### config.mk
export PLATFORM = sky130hd
export DESIGN_NAME = jt12_mixer
export DESIGN_NICKNAME = d
export VERILOG_FILES = /design/src/rtl/jt12_mix_pkg.sv /design/src/rtl/jt12_mixer_mac.sv /design/src/rtl/jt12_mixer.sv
export SDC_FILE = /design/constraint.sdc
export NUM_CORES = 1
export LEC_CHECK = 0
export ABC_AREA = 1
export ABC_CLOCK_PERIOD_IN_PS = 6750
export CORE_MARGIN = 2
export CORE_UTILIZATION = 35
export DETAILED_ROUTE_END_ITERATION = 16
export DONT_BUFFER_PORTS = 1
export MAX_ROUTING_LAYER = met4
export SETUP_SLACK_MARGIN = 0.05
export SLEW_MARGIN = 25
export SYNTH_ARGS = -nofsm -noshare
export SYNTH_HDL_FRONTEND = slang
export SYNTH_SLANG_ARGS = --single-unit
### constraint.sdc
create_clock -name clk -period 6.75 [get_ports clk]
set_input_delay 1.0125 -clock clk [delete_from_list [all_inputs] [get_ports clk]]
set_output_delay 1.0125 -clock clk [all_outputs]
set_load 0.01 [all_outputs]
### src/rtl/jt12_mix_pkg.sv
// ---------------------------------------------------------------------------
// jt12_mix_pkg
// Shared definitions for the JT12 N-source audio mixer.
//   state_t     : mixer sequencer states (IDLE, ACC, OUT)
//   GAIN_UNITY  : gain code for a gain of 1.0 (4 fractional bits)
//   FRAC_BITS   : number of fractional bits in a gain code
//   sat()       : clamp a wide signed value to a signed ow-bit range
// ---------------------------------------------------------------------------
package jt12_mix_pkg;

   typedef enum logic [1:0] {
      IDLE = 2'd0,
      ACC  = 2'd1,
      OUT  = 2'd2
   } state_t;

   localparam logic [7:0] GAIN_UNITY = 8'h10;
   localparam int         FRAC_BITS  = 4;

   // Clamp to [-2^(ow-1), 2^(ow-1)-1]. Works on a fixed 64-bit container so
   // it can serve any parameterisation; the caller keeps the low ow bits.
   function automatic logic signed [63:0] sat(input logic signed [63:0] acc,
                                              input int                 ow);
      logic signed [63:0] hi;
      logic signed [63:0] lo;
      hi = (64'sd1 <<< (ow - 1)) - 64'sd1;
      lo = -(64'sd1 <<< (ow - 1));
      if (acc > hi) begin
         return hi;
      end else if (acc < lo) begin
         return lo;
      end else begin
         return acc;
      end
   endfunction

endpackage

### src/rtl/jt12_mixer_mac.sv
// ---------------------------------------------------------------------------
// jt12_mix_mac
// Registered multiply-accumulate used by jt12_mixer.
//   clk, rst : clock, synchronous active-high reset (clears the accumulator)
//   cen      : clock enable; the accumulator only changes when cen=1
//   clr      : load zero (takes priority over en)
//   en       : add (sample * gain) >>> FRAC_BITS to the accumulator
//   sample   : signed W-bit sample
//   gain     : unsigned GW-bit gain, zero-extended before the multiply
//   acc      : signed AW-bit running sum
// ---------------------------------------------------------------------------
module jt12_mix_mac
   import jt12_mix_pkg::*;
#(
   parameter int W  = 16,
   parameter int GW = 8,
   parameter int AW = 23
) (
   input  logic                 clk,
   input  logic                 rst,
   input  logic                 cen,
   input  logic                 clr,
   input  logic                 en,
   input  logic signed [W-1:0]  sample,
   input  logic        [GW-1:0] gain,
   output logic signed [AW-1:0] acc
);

   // Product width of a W-bit signed value times a (GW+1)-bit signed value.
   localparam int PW = W + GW + 1;
   // Sum width, always wider than both the product and the accumulator so
   // the addition never needs to care which of the two is larger.
   localparam int SW = AW + PW;

   logic signed [AW-1:0] acc_q, acc_d;
   logic signed [GW:0]   gain_s;
   logic signed [PW-1:0] prod;
   logic signed [SW-1:0] sum;
   logic                 unused_sum_hi;

   // Gains are unsigned: a leading zero keeps 8'hFF from reading as -1.
   assign gain_s = $signed({1'b0, gain});
   assign prod   = PW'(sample) * PW'(gain_s);
   assign sum    = SW'(acc_q) + (SW'(prod) >>> FRAC_BITS);

   // The accumulator is sized so the full frame sum always fits; the extra
   // sum bits are pure sign extension.
   assign unused_sum_hi = ^sum[SW-1:AW];

   always_comb begin
      acc_d = acc_q;
      if (cen) begin
         if (clr) begin
            acc_d = '0;
         end else if (en) begin
            acc_d = sum[AW-1:0];
         end
      end
   end

   always_ff @(posedge clk) begin
      if (rst) begin
         acc_q <= '0;
      end else begin
         acc_q <= acc_d;
      end
   end

   assign acc = acc_q;

endmodule

### src/rtl/jt12_mixer.sv
// ---------------------------------------------------------------------------
// jt12_mixer
// N-source saturating audio mixer with per-source programmable gain. A frame
// is snapshotted on src_sample, accumulated one source per cen cycle through
// a single MAC, then saturated to OW bits and presented on snd.
//
// Ports:
//   clk, rst     : clock, synchronous active-high reset
//   cen          : clock enable, all state advances only when cen=1
//   src_data     : packed signed samples, source i at [i*W +: W]
//   src_sample   : new-frame strobe (ignored while a frame is in flight)
//   gain_we      : shadow gain write strobe
//   gain_addr    : shadow gain index (indexes >= N_SRC are ignored)
//   gain_din     : gain value, GW-4 integer bits, 4 fractional bits
//   snd          : saturated mix, held between frames
//   snd_sample   : one cen-cycle pulse marking a new snd value
//   busy         : high from frame acceptance until the result is output
//   clip         : (JT12_MIXER_CLIP_EN only) sticky saturation flag, cleared
//                  by rst or by a gain write to address all-ones
//
// Build option: define JT12_MIXER_CLIP_EN to add the clip output.
//
// Timing: accept at cen cycle 0, ACC for N_SRC cen cycles, OUT on cycle
// N_SRC+1 which registers snd/snd_sample. A new src_sample is accepted on
// the next cen cycle, giving a minimum frame period of N_SRC+2.
// ---------------------------------------------------------------------------
module jt12_mixer
   import jt12_mix_pkg::*;
#(
   parameter int N_SRC = 4,
   parameter int W     = 16,
   parameter int GW    = 8,
   parameter int OW    = 16,
   localparam int GAW  = (N_SRC > 1) ? $clog2(N_SRC) : 1
) (
   input  logic                   clk,
   input  logic                   rst,
   input  logic                   cen,
   input  logic [N_SRC*W-1:0]     src_data,
   input  logic                   src_sample,
   input  logic                   gain_we,
   input  logic [GAW-1:0]         gain_addr,
   input  logic [GW-1:0]          gain_din,
   output logic signed [OW-1:0]   snd,
   output logic                   snd_sample,
   output logic                   busy
`ifdef JT12_MIXER_CLIP_EN
   ,
   output logic                   clip
`endif
);

   localparam int AW = W + GW - FRAC_BITS + $clog2(N_SRC) + 1;

   state_t                state_q, state_d;
   logic [GAW-1:0]        idx_q, idx_d;
   logic signed [W-1:0]   samp_q [N_SRC];
   logic signed [W-1:0]   samp_d [N_SRC];
   logic [GW-1:0]         gain_q [N_SRC];
   logic [GW-1:0]         gain_d [N_SRC];
   logic [GW-1:0]         shad_q [N_SRC];
   logic [GW-1:0]         shad_d [N_SRC];
   logic signed [OW-1:0]  snd_q, snd_d;
   logic                  snd_sample_q, snd_sample_d;
   logic                  busy_q, busy_d;

   logic                  gain_wr;
   logic                  mac_clr;
   logic                  mac_en;
   logic signed [AW-1:0]  acc;
   logic signed [63:0]    acc_ext;
   logic signed [63:0]    sat_full;
   logic                  unused_sat_hi;

`ifdef JT12_MIXER_CLIP_EN
   logic                  clip_q, clip_d;
   logic                  clip_clr;
`endif

   // ------------------------------------------------------------------------
   // Saturation of the finished accumulator
   // ------------------------------------------------------------------------
   assign acc_ext       = {{(64 - AW){acc[AW-1]}}, acc};
   assign sat_full      = sat(acc_ext, OW);
   assign unused_sat_hi = ^sat_full[63:OW];

   // ------------------------------------------------------------------------
   // Gain write decode. With the clip option the all-ones address is a clear
   // command and never lands in the gain file.
   // ------------------------------------------------------------------------
`ifdef JT12_MIXER_CLIP_EN
   assign clip_clr = cen && gain_we && (&gain_addr);
   assign gain_wr  = cen && gain_we && (32'(gain_addr) < N_SRC) && !(&gain_addr);
`else
   assign gain_wr  = cen && gain_we && (32'(gain_addr) < N_SRC);
`endif

   // ------------------------------------------------------------------------
   // Sequencer, snapshot array and gain file
   // ------------------------------------------------------------------------
   always_comb begin
      state_d      = state_q;
      idx_d        = idx_q;
      samp_d       = samp_q;
      gain_d       = gain_q;
      shad_d       = shad_q;
      snd_d        = snd_q;
      snd_sample_d = snd_sample_q;
      busy_d       = busy_q;
      mac_clr      = 1'b0;
      mac_en       = 1'b0;

      if (gain_wr) begin
         shad_d[gain_addr] = gain_din;
      end

      if (cen) begin
         snd_sample_d = 1'b0;
         case (state_q)
            IDLE: begin
               if (src_sample) begin
                  for (int i = 0; i < N_SRC; i++) begin
                     samp_d[i] = src_data[i*W +: W];
                  end
                  // shad_d already carries a write from this same cycle.
                  gain_d  = shad_d;
                  idx_d   = '0;
                  mac_clr = 1'b1;
                  busy_d  = 1'b1;
                  state_d = ACC;
               end
            end
            ACC: begin
               mac_en = 1'b1;
               if (idx_q == GAW'(N_SRC - 1)) begin
                  idx_d   = '0;
                  state_d = OUT;
               end else begin
                  idx_d = GAW'(idx_q + 1'b1);
               end
            end
            OUT: begin
               snd_d        = sat_full[OW-1:0];
               snd_sample_d = 1'b1;
               busy_d       = 1'b0;
               state_d      = IDLE;
            end
            default: begin
               state_d = IDLE;
            end
         endcase
      end
   end

`ifdef JT12_MIXER_CLIP_EN
   // Set wins over clear when both happen on the same cen cycle.
   always_comb begin
      clip_d = clip_q;
      if (clip_clr) begin
         clip_d = 1'b0;
      end
      if (cen && (state_q == OUT) && (sat_full != acc_ext)) begin
         clip_d = 1'b1;
      end
   end
`endif

   always_ff @(posedge clk) begin
      if (rst) begin
         state_q      <= IDLE;
         idx_q        <= '0;
         snd_q        <= '0;
         snd_sample_q <= 1'b0;
         busy_q       <= 1'b0;
         for (int i = 0; i < N_SRC; i++) begin
            samp_q[i] <= '0;
            gain_q[i] <= GW'(GAIN_UNITY);
            shad_q[i] <= GW'(GAIN_UNITY);
         end
      end else begin
         state_q      <= state_d;
         idx_q        <= idx_d;
         snd_q        <= snd_d;
         snd_sample_q <= snd_sample_d;
         busy_q       <= busy_d;
         samp_q       <= samp_d;
         gain_q       <= gain_d;
         shad_q       <= shad_d;
      end
   end

`ifdef JT12_MIXER_CLIP_EN
   always_ff @(posedge clk) begin
      if (rst) begin
         clip_q <= 1'b0;
      end else begin
         clip_q <= clip_d;
      end
   end

   assign clip = clip_q;
`endif

   // ------------------------------------------------------------------------
   // Multiply-accumulate
   // ------------------------------------------------------------------------
   jt12_mix_mac #(
      .W  (W),
      .GW (GW),
      .AW (AW)
   ) u_mac (
      .clk    (clk),
      .rst    (rst),
      .cen    (cen),
      .clr    (mac_clr),
      .en     (mac_en),
      .sample (samp_q[idx_q]),
      .gain   (gain_q[idx_q]),
      .acc    (acc)
   );

   assign snd        = snd_q;
   assign snd_sample = snd_sample_q;
   assign busy       = busy_q;

endmodule

==> results of run 1 <==
[Yosys cell counts, types with 9 or more instances]
library cell | count | share of area [%]
buf_2 | 26 | 1.0
nand2_2 | 15 | 0.74
nand2_1 | 278 | 8.2
nor2_1 | 282 | 8.3
a21oi_1 | 133 | 5.2
a32oi_1 | 17 | 1.2
ha_1 | 72 | 7.1
o21ai_0 | 118 | 4.6
nand3_1 | 23 | 0.90
o22a_1 | 21 | 1.4
a21oi_2 | 11 | 0.76
o21ai_1 | 25 | 0.98
inv_1 | 241 | 7.1
clkbuf_1 | 28 | 0.82
xnor2_1 | 9 | 0.62
fa_1 | 103 | 16
dfxtp_1 | 173 | 27
inv_2 | 17 | 0.50
xor2_1 | 14 | 0.96
[metal layers]
metal	vias up	global-route usage (%)	routed length (um)
met5	-	-	0
met4	0	4.948	552
met3	30	2.551	1277
met2	256	29.91	15530
met1	5140	23.58	15800
li1	5470	-	-
[repair_timing]
action	4_1_cts	5_1_grt
gates resized for setup	0	49
buffers inserted	0	13
hold endpoints to repair	0	0
endpoints found under the setup margin	0	14
[where the power goes]
part	switching (W)	internal [W]	total (W)
Sequential	0.0000436	0.00108	0.00113
Clock	0.000459	0.000524	0.000983
Combinational	0.00118	0.000693	0.00187
[registers in the layout, summed over array words and instances (netlist names)]
signal / flops
busy: 1
gain_q: 32
idx_q: 2
samp_q: 64
shad_q: 32
snd: 16
snd_sample: 1
state_q: 2
u_mac.acc: 23
[logic make-up (layout without fill, tap and decap cells)]
| group | count (synthesis) | after routing | synth area share, % |
|---|---|---|---|
| AND/OR/NAND/NOR | 640 | 640 | 20.52 |
| AO/OA/AOI/OAI | 368 | 368 | 17.42 |
| buffers and inverters | 324 | 355 | 10.08 |
| adder cells (fa/ha/maj) | 175 | 175 | 23.24 |
| flip-flops | 173 | 173 | 27.16 |
| XOR/XNOR | 23 | 23 | 1.580 |
[placed cells by master, fill, tap and decap left out, drive strengths merged, types with 2 or more instances in the layout]
| master | Yosys | routed |
|---|---|---|
| or2 | 5 | 5 |
| nor3 | 7 | 7 |
| nor4 | 5 | 5 |
| buf | 36 | 63 |
| clkbuf | 28 | 18 |
| o21bai | 2 | 2 |
| clkinv | 1 | 6 |
| o21a | 2 | 2 |
| a31oi | 2 | 2 |
| nand3 | 28 | 28 |
| ha | 72 | 72 |
| o2111ai | 2 | 2 |
| nand4 | 8 | 8 |
| nand3b | 4 | 4 |
| o211ai | 6 | 6 |
| fa | 103 | 103 |
| a21o | 2 | 2 |
| a211oi | 7 | 7 |
| a22o | 4 | 4 |
| o22ai | 2 | 2 |
| dfxtp | 173 | 173 |
| o22a | 21 | 21 |
| o21ai | 149 | 149 |
| clkinvlp | 0 | 2 |
| inv | 259 | 265 |
| xnor2 | 9 | 9 |
| nand2 | 293 | 293 |
| a32oi | 22 | 22 |
| nor2 | 290 | 290 |
| xor2 | 14 | 14 |
| a21oi | 144 | 144 |
[cell type report]
type | instances | area, um^2 | area share (%)
clock buffer | 18 | 429.2 | 2.992
clock inverter | 14 | 150.1 | 1.047
inverter | 260 | 992.2 | 6.917
multi-input combinational | 1206 | 8169 | 56.95
sequential | 173 | 3468 | 24.18
tap | 461 | 576.8 | 4.021
timing repair buffer | 63 | 559.3 | 3.899
[tightest hold or removal path, cell delays in order (launching register included)]
cell and delay [ps]:
dfxtp_1 300, inv_1 50, a211oi_2 70
[stage by stage]
step           total power (W)  hold slack, ps  setup slack (ps)  TNS [ps]
2_1_floorplan         0.002446           430.7             608.9         0
3_3_place_gp          0.002880           447.0             82.76         0
3_5_place_dp          0.002904           450.0             69.62         0
4_1_cts               0.003899           460.2             61.76         0
5_1_grt               0.004294           474.4            -2.849    -2.849
6_report              0.003982           458.6             366.1         0
[worst max-delay path by stage]
stage,startpoint,endpoint,slack (ps)
after floorplan,idx_q[0]$_SDFFE_PP0P_,u_mac.acc[21]$_SDFFE_PP0P_,610
after global placement,idx_q[0]$_SDFFE_PP0P_,u_mac.acc[22]$_SDFFE_PP0P_,80
after detailed placement,idx_q[0]$_SDFFE_PP0P_,u_mac.acc[22]$_SDFFE_PP0P_,70
after CTS,idx_q[0]$_SDFFE_PP0P_,u_mac.acc[22]$_SDFFE_PP0P_,60
after global routing,idx_q[0]$_SDFFE_PP0P_,u_mac.acc[15]$_SDFFE_PP0P_,-3
final,idx_q[0]$_SDFFE_PP0P_,u_mac.acc[15]$_SDFFE_PP0P_,370
==> results by group, run 1 <==
Placement
  • DP Area: 13,470 um^2
  • Placed Instances: 2,150
  • Gp weighted congestion: 0.9673
  • Post-DP HPWL: 26.19 mm
  • IO Port Bufs: 0

Layout
  • Share of cells above drive strength 1: 12.17%
  • Final std cells w/o fill: 2,195
  • Final Util: 40.14%
  • Fin area: 14,350 um^2
  • Layout fillers: 3,729
  • Layout area overhead: 12.51%
  • Inserted Diodes: 0
  • Nets: 1,975

Detailed routing
  • Detailed Route WL: 33.16 mm
  • Vias: 10,896
  • First DRT Iteration DRCs: 673
  • Vias per inst: 4.964
  • DRC: 0
  • WL/cell: 15.10 um
  • ANT nets after route: 0
  • TritonRoute pass-1 iters: 5

STA
  • Clk_skew: 17.60 ps
  • Final worst-path cycle share: 94.58%
  • Slew Viols, Final: 0
  • Worst slew pin tran: 948.5 ps
  • Max Clk Rate: 156.6 MHz
  • Tmin final: 6384 ps
  • Setup violators final: 0
  • Final Hold Vio Count: 0
  • RSZ-0062 raised after global routing: true
  • Relative slew margins: 36.77%

Critical path
  • CP Buf/Inv Count: 9
  • Crit Path Class: reg -> reg
  • Slowest-stage cell, CP: fa_1
  • Slowest stage delay, CP: 600 ps
  • Startpoint class of the critical path: flop
  • Worst Path Arrival: 6710 ps
  • Flop2flop setup slack: 370 ps
  • Reg-to-reg endpoint: u_mac.acc[15]$_SDFFE_PP0P_
  • CP Capture Type: flop
  • Critical Path Stages: 31
  • Crit-path leading delay family: adder cells
  • Reg-to-reg startpoint: idx_q[0]$_SDFFE_PP0P_
  • WP data required: 7080 ps
  • Critical Path Most Common Cell: inv_1
  • Crit path max fanout: 8
  • R2R depth: 31

Global routing
  • Largest net degree at the start of global routing: 94
  • First-pass GRT wire length: 54.26 mm
  • Total grt overflow: 0
  • Vias in the first global route: 10,801
  • Antenna violations before repair: 0
  • GRT Resource Usage Total: 18.23%

Floorplanning
  • Die height: 194.9 um
  • Row count: 69
  • Core footprint: 35,740 um^2
  • Chip width: 194.9 um
  • Initial Util: 35.67%
  • # IOs: 97
  • Die ar.: 37,970 um^2

Worst hold path
  • Hold Path End: shad_q[19]$_SDFF_PP0_
  • Hold path depth: 2
  • Hold path startpoint: shad_q[19]$_SDFF_PP0_
  • Hold crit path type: reg -> reg

Synthesis
  • Yosys reg bits: 173
  • Sequential area share after synthesis: 27.16%
  • Asr flop ratio synth: 0%
  • Primary FF master, synth: dfxtp_1
  • Post-synth EDFFs: 0
  • Ys Warns: 0
  • Mapped Nets: 1,957
  • Area of the mapped netlist: 12,750 um^2
  • Syn avg cell area: 7.487 um^2
  • Netlist cell types: 51
  • Mapped Cells: 1,703

Power
  • Peak VDD IR: 0.1825 mV
  • LEAKAGE: 6.547 nW
  • Pwr/cell area: 277.6 nW/um^2

Clocking
  • CTS root buffer: clkbuf_16
  • TritonCTS clock tree: done
  • Max H-tree Level: 4
  • Latest clock arrival within the worst-skew pair: 440 ps
  • CTS clock-pin slew for the worst setup and hold paths: 80 ps
  • CTS buffer count: 17
  • Clock tree sinks: 173
  • Cts hold-fix bufs: 0
  • Clk buf depth: 2

Flow run
  • MaxCap Viol Count: 0

Status
  • Status: finished clean
(Power assumes the default switching activity.)
==> inputs of run 2 (changes only) <==
- SKIP_CTS_REPAIR_TIMING: not set -> 1
==> results of run 2 <==
Final layout, timing and power as in run 1 (identical DEF).
==> inputs of run 3 (changes only) <==
- CELL_PAD_IN_SITES_DETAIL_PLACEMENT: not set -> 1
- CELL_PAD_IN_SITES_GLOBAL_PLACEMENT: not set -> 1
- CORE_MARGIN: 2 -> not set
- PLACE_DENSITY_LB_ADDON: not set -> 0.1
==> results by group, run 3 (synthesis gave the netlist of run 1 again) <==
Critical path
  • Flop2flop setup slack: 320 ps
  • Startpoint class of the critical path: flop
  • Reg-to-reg startpoint: idx_q[0]$_SDFFE_PP0P_
  • Slowest stage delay, CP: 540 ps
  • WP data required: 7140 ps
  • R2R depth: 31
  • CP startpoint: idx_q[0]$_SDFFE_PP0P_
  • Slowest-stage cell, CP: fa_1
  • Worst Path Arrival: 6830 ps
  • Critical Path Most Common Cell: inv_1
  • Crit Path Class: reg -> reg
  • CP Capture Type: flop
  • Crit path max fanout: 11

Placement
  • IO Port Bufs: 0
  • Gp weighted congestion: 0.8954
  • Post-DP HPWL: 30.40 mm

STA
  • Final setup TNS: 0 ps
  • Worst Hold Slack: 465.4 ps
  • Slew Viols, Final: 0
  • Tmin final: 6433 ps
  • Worst slew pin tran: 847.6 ps
  • Final Hold Vio Count: 0
  • Final worst-path cycle share: 95.30%
  • Relative slew margins: 43.49%
  • Max Clk Rate: 155.4 MHz
  • Clk_skew: 11.42 ps
  • RSZ-0062 raised after global routing: true
  • Setup violators final: 0

Clocking
  • TritonCTS clock tree: done
  • CTS buffer count: 17
  • Max H-tree Level: 4
  • CTS root buffer: clkbuf_16
  • CTS clock-pin slew for the worst setup and hold paths: 70 ps
  • Latest clock arrival within the worst-skew pair: 450 ps
  • Clock tree sinks: 173
  • Clk buf depth: 2

Layout
  • Commonest non-fill, non-tap cell in the layout: nor2_1
  • Most frequent cells in the layout: nor2_1, nand2_1, inv_1
  • Share of cells above drive strength 1: 16.61%
  • Nets: 2,005
  • Inserted Diodes: 0
  • Layout area overhead: 17.59%
  • Largest Register: samp_q
  • Max reg flops: 64
  • Area of the multi-input gates: 8531 um^2
  • Layout fillers: 4,402
  • Register area: 3467 um^2
  • Biggest regs: samp_q: 64 flops, gain_q: 32 flops, shad_q: 32 flops

Floorplanning
  • Die ar.: 37,200 um^2
  • Core footprint: 35,740 um^2
  • Row count: 69
  • Chip width: 192.9 um
  • # IOs: 97
  • Initial Util: 35.67%
  • Die height: 192.9 um

Status
  • Status: finished clean

Power
  • Internal power: 0.002557 W
  • Part of the power in registers: 25.4%
  • LEAKAGE: 6.758 nW
  • Pwr/cell area: 296.0 nW/um^2
  • Clk pwr share: 23.3%
  • Peak VDD IR: 0.1842 mV
  • Switch share: 42.39%
  • Comb pwr share: 51.3%
  • NetSw: 0.001881 W

Detailed routing
  • Detailed Route WL: 38.76 mm
  • Vias: 11,165
  • Vias per inst: 5.018
  • TritonRoute pass-1 iters: 4
  • ANT nets after route: 0
  • WL/cell: 17.42 um
  • DRC: 0
  • First DRT Iteration DRCs: 385

Global routing
  • Vias in the first global route: 11,592
  • First-pass GRT wire length: 61.15 mm
  • Antenna violations before repair: 0
  • Total grt overflow: 0
  • Largest net degree at the start of global routing: 94
  • GRT Resource Usage Total: 21.82%

Worst hold path
  • Hold path startpoint: shad_q[19]$_SDFF_PP0_
  • Hold path depth: 2
  • Hold crit path type: reg -> reg

Flow run
  • MaxCap Viol Count: 0
## run 3: cell count changes in the layout (fill, tap and decap cells not counted), moves of 3 or more
cell     previous run  this run
buf_4              54        80
ha_1               66        49
ha_4                0        15
a21oi_1           128       117
a21oi_2            15        25
nor2_1            277       271
nor2_2              8        14
nand2_1           274       270
nand3_1            22        18
nand3_2             6        10
xor2_1             14        11
xor2_2              0         3
## run 3: power groups by stage
stage	Clock [W]	Sequential, W	Combinational, W
finish	0.00103	0.00113	0.00228
global route	0.00110	0.00114	0.00254
CTS	0.00106	0.00113	0.00199
detailed placement	0	0.00115	0.00198
global placement	0	0.00115	0.00194
floorplan	0	0.00113	0.00131
## run 3: final cells by class
cell class                 instances  share of cell area [%]
timing repair buffer              93                   5.517
multi-input combinational       1206                   56.90
inverter                         260                   6.610
clock inverter                    14                   1.135
sequential                       173                   23.13
tap                              461                   3.847
clock buffer                      18                   2.863
## run 3: path summary, 6_finish.rpt
| kind | end |
|---|---|
| worst max-delay path | u_mac.acc[22]$_SDFFE_PP0P_ |
| worst min-delay path | shad_q[19]$_SDFF_PP0_ |
| worst max register to register | u_mac.acc[22]$_SDFFE_PP0P_ |
| worst min register to register | shad_q[19]$_SDFF_PP0_ |
## run 3: routing by layer
| metal | GRT usage, % | wire (um) |
|---|---|---|
| met5 | - | 0 |
| met4 | 4.119 | 384 |
| met1 | 28.10 | 18560 |
| met3 | 3.019 | 847 |
| met2 | 36.50 | 18970 |
## run 3: metrics by stage
stage	std cells	total power [W]	instance area, um^2	worst slack (ps)	utilization [%]
6_report	2225	0.004438	14990	317.0	41.95
5_1_grt	2225	0.004779	14990	-43.23	41.95
4_1_cts	2208	0.004182	14270	-572.1	39.92
3_5_place_dp	2176	0.003132	13670	-564.1	38.24
3_3_place_gp	2176	0.003089	13660	-647.5	38.22
2_1_floorplan	1703	0.002446	12750	608.9	-
## run 3: critical path: cells and delay by family (launching register included)
| kind | cells | cell delay, ps |
|---|---|---|
| buf+inv | 9 | 870 |
| flops | 1 | 450 |
| xor+xnor | 1 | 220 |
| compound gates | 2 | 380 |
| simple gates | 13 | 1820 |
| fa+ha+maj | 6 | 2620 |
